[src/rtl/rr_port_arbiter.sv]
// Packet-level round-robin arbiter sharing one output port among NUM_REQ requesters.
// Holds each grant until last beat, abort or stall timeout, then hands over back-to-back.
module rr_port_arbiter #(
    parameter int NUM_REQ   = 4,
    parameter int MAX_STALL = 16,
    parameter int CNT_W     = 8
) (
    input  logic                       clk,
    input  logic                       reset,
    input  logic [NUM_REQ-1:0]         req,
    input  logic [NUM_REQ-1:0]         last,
    input  logic                       out_ready,
    output logic [NUM_REQ-1:0]         grant,
    output logic [$clog2(NUM_REQ)-1:0] grant_id,
    output logic                       busy,
    output logic                       beat,
    output logic                       timeout_err,
    output logic                       abort_err,
    output logic [CNT_W-1:0]           pkt_count
);

    localparam int ID_W    = $clog2(NUM_REQ);
    localparam int STALL_W = 8;

    localparam logic [0:0] S_IDLE  = 1'b0;
    localparam logic [0:0] S_GRANT = 1'b1;

    logic [0:0]         state_q,  state_d;
    logic [NUM_REQ-1:0] grant_q,  grant_d;
    logic [ID_W-1:0]    gid_q,    gid_d;
    logic [ID_W-1:0]    ptr_q,    ptr_d;
    logic [STALL_W-1:0] stall_q,  stall_d;
    logic [CNT_W-1:0]   cnt_q,    cnt_d;
    logic               tout_q,   tout_d;
    logic               abort_q,  abort_d;

    logic               granted;
    logic [NUM_REQ-1:0] g_onehot;
    logic [ID_W-1:0]    g_next;
    logic [STALL_W-1:0] stall_inc;
    logic               rel_done;
    logic               rel_abort;
    logic               rel_tout;
    logic               release_now;
    logic [ID_W-1:0]    arb_ptr;
    logic [NUM_REQ-1:0] arb_req;
    logic               win_valid;
    logic [ID_W-1:0]    win_id;

    assign granted   = (state_q == S_GRANT);
    assign g_onehot  = NUM_REQ'(1) << gid_q;
    assign g_next    = (gid_q == ID_W'(NUM_REQ - 1)) ? '0 : gid_q + ID_W'(1);
    assign stall_inc = stall_q + STALL_W'(1);

    assign beat = granted & req[gid_q] & out_ready;

    // Abort wins over timeout: a dropped request can never also be counted as a stall.
    assign rel_done    = beat & last[gid_q];
    assign rel_abort   = granted & ~req[gid_q];
    assign rel_tout    = granted & ~rel_abort & ~beat & (stall_inc == STALL_W'(MAX_STALL));
    assign release_now = rel_done | rel_abort | rel_tout;

    // On release the outgoing grantee is masked so it can only return via IDLE.
    assign arb_ptr = release_now ? g_next : ptr_q;
    assign arb_req = !granted ? req : (release_now ? (req & ~g_onehot) : '0);

    always_comb begin : arbiter
        int idx;
        // NOTE: every combinational output gets a default first so no latch is inferred.
        win_valid = 1'b0;
        win_id    = '0;
        idx       = 0;
        for (int i = 0; i < NUM_REQ; i++) begin
            idx = int'(arb_ptr) + i;
            if (idx >= NUM_REQ) idx = idx - NUM_REQ;
            if (!win_valid && arb_req[idx]) begin
                win_valid = 1'b1;
                win_id    = ID_W'(idx);
            end
        end
    end

    always_comb begin
        state_d = state_q;
        grant_d = grant_q;
        gid_d   = gid_q;
        ptr_d   = ptr_q;
        stall_d = stall_q;
        cnt_d   = cnt_q;
        tout_d  = 1'b0;
        abort_d = 1'b0;

        if (granted) begin
            if (release_now) begin
                ptr_d   = g_next;
                stall_d = '0;
                tout_d  = rel_tout;
                abort_d = rel_abort;
                if (rel_done) cnt_d = cnt_q + CNT_W'(1);
            end else if (beat) begin
                stall_d = '0;
            end else begin
                stall_d = stall_inc;
            end
        end

        if (!granted || release_now) begin
            if (win_valid) begin
                state_d = S_GRANT;
                grant_d = NUM_REQ'(1) << win_id;
                gid_d   = win_id;
            end else begin
                state_d = S_IDLE;
                grant_d = '0;
                gid_d   = '0;
            end
        end
    end

    // NOTE: sequential state uses non-blocking assignments so all registers update together.
    always_ff @(posedge clk or negedge reset) begin
        if (!reset) begin
            state_q <= S_IDLE;
            grant_q <= '0;
            gid_q   <= '0;
            ptr_q   <= '0;
            stall_q <= '0;
            cnt_q   <= '0;
            tout_q  <= 1'b0;
            abort_q <= 1'b0;
        end else begin
            state_q <= state_d;
            grant_q <= grant_d;
            gid_q   <= gid_d;
            ptr_q   <= ptr_d;
            stall_q <= stall_d;
            cnt_q   <= cnt_d;
            tout_q  <= tout_d;
            abort_q <= abort_d;
        end
    end

    assign grant       = grant_q;
    assign grant_id    = gid_q;
    assign busy        = granted;
    assign timeout_err = tout_q;
    assign abort_err   = abort_q;
    assign pkt_count   = cnt_q;

endmodule
[config.mk]
export PLATFORM = sky130hd
export DESIGN_NAME = rr_port_arbiter
export DESIGN_NICKNAME = d
export VERILOG_FILES = /design/src/rtl/rr_port_arbiter.sv
export SDC_FILE = /design/constraint.sdc
export NUM_CORES = 1
export LEC_CHECK = 0
export ABC_AREA = 1
export ABC_CLOCK_PERIOD_IN_PS = 2800
export BUFFER_PORTS_ARGS = -buffer_cell sky130_fd_sc_hd__buf_4
export CORE_UTILIZATION = 46
export CTS_CLUSTER_DIAMETER = 120
export DETAILED_ROUTE_END_ITERATION = 6
export GPL_TIMING_DRIVEN = 0
export HOLD_SLACK_MARGIN = 0.05
export MAX_ROUTING_LAYER = met4
export PLACE_DENSITY_LB_ADDON = 0.12
export SLEW_MARGIN = 15
export SYNTH_ARGS = -nofsm -noshare
export SYNTH_HDL_FRONTEND = slang
export SYNTH_SLANG_ARGS = --single-unit
[constraint.sdc]
create_clock -name clk -period 2.8 [get_ports clk]
set_clock_uncertainty 0.15 [all_clocks]
set_input_delay 0.28 -clock clk [delete_from_list [all_inputs] [get_ports clk]]
set_output_delay 0.28 -clock clk [all_outputs]
set_load 0.02 [all_outputs]
== After elaboration in Yosys (flattened, before gate mapping) ==
Cells that the tools add are included.
Word-level totals
  flip-flop bits (word level): 27
  word-level logic and storage cells: 95
Operators by class
  add/subtract/negate cells: 10
  $lt $le $gt $ge: 9
  equal/unequal tests: 2
  shift operators: 2
  mux-type cells: 41
  bitwise logic cells: 14
  reductions and logical operators: 9
Operators with widths (number)
  < comparator 32 x 4 -> 1 bit (second input constant): 4
  2-to-1 mux 32 bit: 4
  2-to-1 mux 1 bit: 19
  adder 8 x 1 -> 8 bit (second input constant): 2
  2-to-1 mux 8 bit: 2
  2-to-1 mux 2 bit: 7
  binary-select mux 1 bit (select 2 bit): 6
  2-to-1 mux 4 bit: 3
  subtractor 3 x 3 -> 4 bit (second input constant): 3
  >= comparator 3 bit (second input constant): 3
  equality test 8 x 5 -> 1 bit (second input constant): 1
  << shifter 1 x 2 -> 4 bit (first input constant): 2
  AND 1 bit: 7
  adder 2 x 2 -> 3 bit (second input constant): 2
  AND 4 bit: 1
  logical NOT 1 bit: 4
  NOT 4 bit: 1
  subtractor 2 x 3 -> 4 bit (second input constant): 1
  adder 2 x 1 -> 3 bit (second input constant): 1
  >= comparator 2 x 3 -> 1 bit (second input constant): 1
  logical AND 1 bit: 3
  < comparator 2 x 3 -> 1 bit (second input constant): 1
  NOT 1 bit: 3
  AND reduction 3 bit: 1
  4 further kinds: 5

== Longest topological paths before layout ==
Gate-level depths: netlist (run 1).
  depth in word-level cells: 27
  gate-level depth with buffers: 24
  gate-level depth less buffers: 23

== Worst setup path after synthesis (run 1) ==
OpenSTA, ideal clock, no wires.
  path kind: register -> register
  from: register gid_q[0], in the netlist grant_id[0]
  to: register grant_q[0], in the netlist grant[0]
  setup time: 116 ps
  data arrival time: 2405 ps
  data required time: 2534 ps
  setup slack: 129 ps
  stages on the path, launching flop included: 22
  cells stage by stage: dfrtp_1 -> inv_2 -> nand2_2 -> nand3_4 -> nand3_2 -> nor2_4 -> nor2_2 -> nand2_2 -> nand2_8 -> nand2_4 -> nand2_4 -> inv_4 -> buf_8 -> nand2_2 -> nand2_2 -> nand2_1 -> nand2_2 -> nand3_2 -> nor3_2 -> nor2_2 -> nand2_1 -> nand2_1
RTL lines
  start: declaration: line 30  | logic [ID_W-1:0] gid_q, gid_d;
  start signal: assignment: line 134  | gid_q <= gid_d;
  binary-select mux 1 bit (select 2 bit) (*): line 55  | assign beat = granted & req[gid_q] & out_ready;
  2-to-1 mux 1 bit (not written as such) (*): line 55
  AND 1 bit (*) (2 in a row): line 55
  via beat: line 16  | output logic beat,
  NOT 1 bit: line 60  | assign rel_tout = granted & ~rel_abort & ~beat & (stall_inc == STALL_W'(MAX_STALL));
  AND 1 bit (2 in a row): line 60
  bitwise OR 1 bit (*): line 61  | assign release_now = rel_done | rel_abort | rel_tout;
  parallel branches: the longest is 18 deep, another holds subtractor 3 x 3 -> 4 bit
  end signal: assignment: line 133  | grant_q <= grant_d;
  end: declaration: line 29  | logic [NUM_REQ-1:0] grant_q, grant_d;
Mark *: on every way through the listed nets, which the timed path passes. The select of a mux whose other input is x is not followed.
A chain may end at the register's enable or synchronous reset.

== Final worst setup path (run 1) ==
  from: register gid_q[0], in the netlist grant_id[0]
  to: register grant_q[0], in the netlist grant[0]
On the way
  cells in the longest elaborated chain, start to end: 27
RTL lines
  parallel branches: the longest is 27 deep, another holds subtractor 3 x 3 -> 4 bit
Several ways; the timed one is not identified. The select of a mux whose other input is x is not followed.

==> impl_metrics.tcl, run 1 <==
set metrics [dict create \
    outcome "finished clean" \
    fmax_mhz 373 \
    min_path_type "in -> reg" \
    critPathSlowestCell "dfrtp_2" \
    finalCritPeriodShare 0.958 \
    post-route-drc-count 0 \
    slew_headroom 0.703 \
    place.port_buffers 28 \
    min_period_ps 2680 \
    cts_tree "yes" \
    synthDominantCellAreaShare 0.337 \
    holdCritStartpoint "req[0]" \
    clock_sinks 27 \
    maxCapViolations 0 \
    synth.avg_cell_area_um2 7.72 \
    clock_latency_ps 280 \
    setup-violations-final 0 \
    syn_inst 260 \
    grt_max_degree 28 \
    ys_warn_count 0 \
    grt_pass1_wl_mm 7.10 \
    yosys.area.top_type "dfrtp_1" \
    synth-edff-count 0 \
    numCtsBuffers 3 \
    synth_xor_area_frac 0.0305 \
    cpMostUsedCell "nand2_1" \
    rsz0062_at_grt "yes" \
    die_area_um2 4630 \
    synth_compound_area_frac 0.0648 \
    reg2reg_from "grant_id[0]$_DFFE_PN0P_" \
    crit_required_ps 2830 \
    synthArstFlopShare 1.00 \
    pin_count 29 \
    cts_root_buf "clkbuf_8" \
    hpwl_mm 3.26 \
    gp_congestion 0.811 \
    drtPass1Iterations 4 \
    yosys.area_share.adder 0.0436 \
    holdPathStages 4 \
    crit_type "reg -> reg" \
    vias 1766 \
    track_usage 0.210 \
    yosys-top-cells-area "dfrtp_1 34%, nand2_1 16%, nand3_1 5.5%" \
    synth-main-ff-cell "dfrtp_1" \
    layout-drive-gt1-share 0.373 \
    antenna_found_initial 0 \
    std_cell_rows 23 \
    wl_mm 4.37 \
    ys_ff_latch 27 \
    synthTopCellsByCount "84 x nand2_1, 27 x dfrtp_1, 23 x inv_1" \
    syn_nets 278 \
    clk_pin_slew_ps 100 \
    hold_viol 0 \
    stdcell_count 358 \
    synth_cell_types 32 \
    drtIter0Drc 106 \
    worstRegToRegCells 21 \
    area.growth.synth_to_final_pct 30.2 \
    seq_area_frac_synth 0.337 \
    grt_pass1_vias 1614 \
    die-height_um 68.1 \
    crit_buf_inv 2 \
    max_stage_delay_ps 480 \
    syn-cell-area_um2 2010 \
    synth_top_family_by_area "simple AND/OR/NAND/NOR gates" \
    regToRegEndpoint "grant[0]$_DFFE_PN0P_" \
    synthMuxAreaShare 0 \
    critical_path.cell_chain "inv_4, nand2_2, nand3_2, nand2_1, nor2_1, nand2_1, nor2_2, nand2_4, nand2_8, nand2_8, nand2_8, buf_8, nand2_1, nand2_1, nand2_2, nand2_4, nand3_4, nor3_4, nor2_4, nand2_1, nand2_1" \
    initial_core_util 0.491 \
    worstSetupStartpointType "flip-flop" \
    layout.nets 327 \
    yosysMostFrequentCell "nand2_1" \
    slew_violations 0 \
    antenna_cells 0 \
    grt-ovfl-total 0 \
    synth-simple-area-share 0.452 \
    cp_max_fo 7 \
    r2r_slack_ps 120 \
    tightest_slew_ps 446 \
    clockBufferDepth 2 \
    min_delay_worst_endpoint "abort_err$_DFF_PN0_" \
    core_area_um2 4090 \
    fin_tns_setup_ps 0 \
    h-tree-depth 1 \
    vias_per_cell 4.93 \
    critPathArrivalTime_ps 2720 \
    endpoint_kind "flip-flop" \
    ant_nets 0 \
    wl_per_cell_um 12.2 \
    dp.cells 338 \
    crit_family "simple AND/OR/NAND/NOR gates" \
    dieWidth_um 68.1 \
]
layout by cell type (no fill, tap or decap), types with 3 or more instances in the layout:
cell / instances
buf_8: 3
ha_1: 6
buf_4: 41
nand2_8: 3
dfrtp_1: 25
a21oi_1: 3
xnor2_1: 4
inv_2: 3
nand3_4: 3
inv_1: 22
nand4_1: 5
nand2_4: 11
nand2_1: 74
nand3_2: 7
nand2_2: 20
xor2_1: 3
nor2_4: 3
o32ai_1: 4
nand3_1: 19
nor2_2: 4
clkbuf_8: 3
o21ai_0: 5
nor2_1: 16
area by class of cell:
| cell class | instances | area, um^2 |
|---|---|---|
| clock buffers | 3 | 41.3 |
| fillers | 366 | 1470 |
| well taps | 50 | 62.6 |
| multi-input cells | 202 | 1320 |
| flip-flops and latches | 27 | 678 |
| repair buffers | 44 | 354 |
| plain buffers | 4 | 48.8 |
| clock inverters | 1 | 5.00 |
| inverters | 27 | 109 |
how the worst max path moves through the flow:
stage | start | end | slack [ps] | cells past startpoint
detailed placement | grant_id[0]$_DFFE_PN0P_ | grant[0]$_DFFE_PN0P_ | -110 | 19
CTS | grant_id[1]$_DFFE_PN0P_ | grant[0]$_DFFE_PN0P_ | 6 | 18
floorplan | grant_id[0]$_DFFE_PN0P_ | grant[0]$_DFFE_PN0P_ | 130 | 21
finish | grant_id[0]$_DFFE_PN0P_ | grant[0]$_DFFE_PN0P_ | 120 | 21
global route | stall_q[1]$_DFFE_PN0P_ | grant[2]$_DFFE_PN0P_ | -80 | 23
global placement | grant_id[0]$_DFFE_PN0P_ | grant[0]$_DFFE_PN0P_ | -60 | 19
per-stage QoR:
stage          instance area (um^2)  utilization  setup WS [ps]  hold slack (ps)
2_1_floorplan                  2010            -            129             -166
3_3_place_gp                   2280        0.558          -64.0             65.7
3_5_place_dp                   2280        0.558           -113             62.4
4_1_cts                        2390        0.584           6.14              246
5_1_grt                        2610        0.640          -76.5              275
6_report                       2610        0.640            117              263
flip-flops by register name, summed over array words and instances (netlist names):
| signal | count |
|---|---|
| stall_q | 8 |
| busy | 1 |
| grant_id | 2 |
| grant | 4 |
| abort_err | 1 |
| ptr_q | 2 |
| pkt_count | 8 |
| timeout_err | 1 |
layer usage:
| layer | share of wire | GRT usage | routed length [um] |
|---|---|---|---|
| met5 | 0 | - | 0 |
| met2 | 0.50 | 0.353 | 2200 |
| met1 | 0.47 | 0.267 | 2040 |
| met3 | 0.023 | 0.0300 | 101 |
| met4 | 0.0069 | 0.0391 | 30 |
timing repair:
| action | CTS | global route |
|---|---|---|
| hold buffers | 1 | 0 |
| gates cloned | 0 | 1 |
| gates resized for setup | 2 | 35 |
| pin swaps | 1 | 17 |
| setup buffers | 6 | 8 |
| endpoints found under the hold margin | 27 | 0 |
| endpoints found under the setup margin | 6 | 7 |
worst reg2reg max path, delay by kind of cell (launching register included):
| family | cells | cell delay, ps |
|---|---|---|
| AND/OR/NAND/NOR | 19 | 1710 |
| flip-flops | 1 | 480 |
| buffers and inverters | 2 | 230 |
cells by family after synthesis:
logic type      count (synthesis)
buf+inv                        31
simple gates                  169
compound gates                 19
xor+xnor                        7
flops                          27
fa+ha+maj                       7
Power of run 1 is left out: the tool's default activity adds up to more than one toggle a clock period on the data nets, which glitch-free logic cannot reach.
==> inputs of run 2 (changes only) <==
--- a/config.mk
+++ b/config.mk
@@ -6,15 +6,15 @@
 export NUM_CORES = 1
 export LEC_CHECK = 0
 export ABC_AREA = 1
-export ABC_CLOCK_PERIOD_IN_PS = 2800
 export BUFFER_PORTS_ARGS = -buffer_cell sky130_fd_sc_hd__buf_4
 export CORE_UTILIZATION = 46
-export CTS_CLUSTER_DIAMETER = 120
+export CTS_CLUSTER_DIAMETER = 30
 export DETAILED_ROUTE_END_ITERATION = 6
 export GPL_TIMING_DRIVEN = 0
 export HOLD_SLACK_MARGIN = 0.05
 export MAX_ROUTING_LAYER = met4
 export PLACE_DENSITY_LB_ADDON = 0.12
+export SETUP_SLACK_MARGIN = 0.3
 export SLEW_MARGIN = 15
 export SYNTH_ARGS = -nofsm -noshare
 export SYNTH_HDL_FRONTEND = slang
==> run 2 against run 1 <==
  * Critical path depth up 1
  * First-iteration DRC count is 46% higher
  * Final area grew 6.1%
  * Count of clock-buffer cells in the layout is the same
  * Routed wire length grew 12%
  * Critical path type unchanged
==> impl_metrics.tcl, run 2 (synthesis gave the netlist of run 1 again) <==
set metrics [dict create \
    finalCritPeriodShare 0.955 \
    crit_type "reg -> reg" \
    crit_required_ps 2880 \
    die-height_um 68.1 \
    wl_per_cell_um 13.4 \
    grt_pass1_vias 1606 \
    critPathArrivalTime_ps 2750 \
    clockBufferDepth 2 \
    hpwl_mm 3.21 \
    worstSetupStartpointType "flip-flop" \
    initial_core_util 0.491 \
    stdcell_count 363 \
    ant_nets 0 \
    min_period_ps 2670 \
    std_cell_rows 23 \
    clock_latency_ps 280 \
    gp_congestion 0.876 \
    outcome "finished clean" \
    hold_viol 0 \
    layout_commonest_cell "nand2_1" \
    wl_mm 4.87 \
    dp.cells 338 \
    cts_tree "yes" \
    tightest_slew_ps 427 \
    maxCapViolations 0 \
    min_path_type "in -> reg" \
    grt-ovfl-total 0 \
    setup-violations-final 0 \
    core_area_um2 4090 \
    pin_count 29 \
    vias 1850 \
    h-tree-depth 1 \
    dieWidth_um 68.1 \
    numCtsBuffers 3 \
    rsz0062_at_grt "yes" \
    clk_pin_slew_ps 100 \
    grt_pass1_wl_mm 7.51 \
    cts_root_buf "clkbuf_8" \
    final_cell_mix "65 x nand2_1, 45 x buf_4, 24 x nand2_2" \
    place.port_buffers 28 \
    area.growth.synth_to_final_pct 38.2 \
    track_usage 0.223 \
    vias_per_cell 5.10 \
    antenna_found_initial 0 \
    layout.nets 332 \
    clock_sinks 27 \
    slew_violations 0 \
    post-route-drc-count 0 \
    endpoint_kind "flip-flop" \
    drtIter0Drc 155 \
    grt_max_degree 28 \
    nFillCells 355 \
    antenna_cells 0 \
    cp_max_fo 8 \
    slew_headroom 0.715 \
    die_area_um2 4630 \
    layout-drive-gt1-share 0.457 \
    fmax_mhz 374 \
    drtPass1Iterations 4 \
]
[run 2: metrics by stage]
stage / util / setup slack (ps) / hold WS, ps / instance area, um^2 / setup TNS, ps
floorplan: - / 246 / -166 / 2020 / 0
global placement: 0.562 / -0.764 / 64.4 / 2290 / -0.764
detailed placement: 0.562 / -6.74 / 66.5 / 2290 / -7.04
CTS: 0.617 / 174 / 250 / 2520 / 0
global route: 0.679 / -28.9 / 274 / 2770 / -28.9
finish: 0.679 / 125 / 259 / 2770 / 0
[run 2: worst max-delay path, cell delays in order (launching register included)]
cell and delay (ps):
dfrtp_2 480, inv_4 110, nand2_2 70, nand3_4 100, nand2_2 70, nor2_2 130
nand2_2 80, nor2_4 120, nand2_4 110, nand2_8 100, nand2_8 60, nand2_8 90
inv_4 40, buf_8 140, nand2_1 70, nand2_1 60, nand2_2 80, nand2_1 50
o21ai_1 90, nand3_2 170, nor2_2 140, nand2_1 60, nand2_1 60
[run 2: worst paths after layout]
check                                         startpoint                  endpoint  slack (ps)  depth (start not counted)
worst max-delay path             grant_id[0]$_DFFE_PN0P_      grant[0]$_DFFE_PN0P_         130                         22
worst min-delay path                              req[2]       abort_err$_DFF_PN0_         260                          4
worst min register to register  pkt_count[7]$_DFFE_PN0P_  pkt_count[7]$_DFFE_PN0P_         330                          1
min in group asynchronous                          reset  pkt_count[3]$_DFFE_PN0P_         290                          2
worst max register to register   grant_id[0]$_DFFE_PN0P_      grant[0]$_DFFE_PN0P_         130                         22
max in group asynchronous                          reset   grant_id[1]$_DFFE_PN0P_        1930                          2
[run 2: timing repair]
item / in CTS / in global routing
setup endpoints to repair: 7 / 7
hold buffers: 1 / 0
buffers inserted: 13 / 7
resized for setup: 17 / 53
hold endpoints to repair: 27 / 0
pin swaps: 12 / 13
[run 2: layer usage]
layer	routed length [um]	vias up	global-route usage
li1	-	947	-
met1	2210	865	0.299
met2	2490	30	0.355
met5	0	-	-
met4	63	0	0.0495
met3	103	8	0.0317
[run 2: cell type report]
type                            instances  area, um^2  area share
Multi-Input combinational cell        202        1450       0.521
Inverter                               27         106      0.0383
Clock buffer                            3        41.3      0.0149
Tap cell                               50        62.6      0.0226
Sequential cell                        27         681       0.245
Buffer                                  4        48.8      0.0176
Clock inverter                          1        7.51     0.00271
Timing Repair Buffer                   49         382       0.138
Power of run 2 is left out for the same reason.
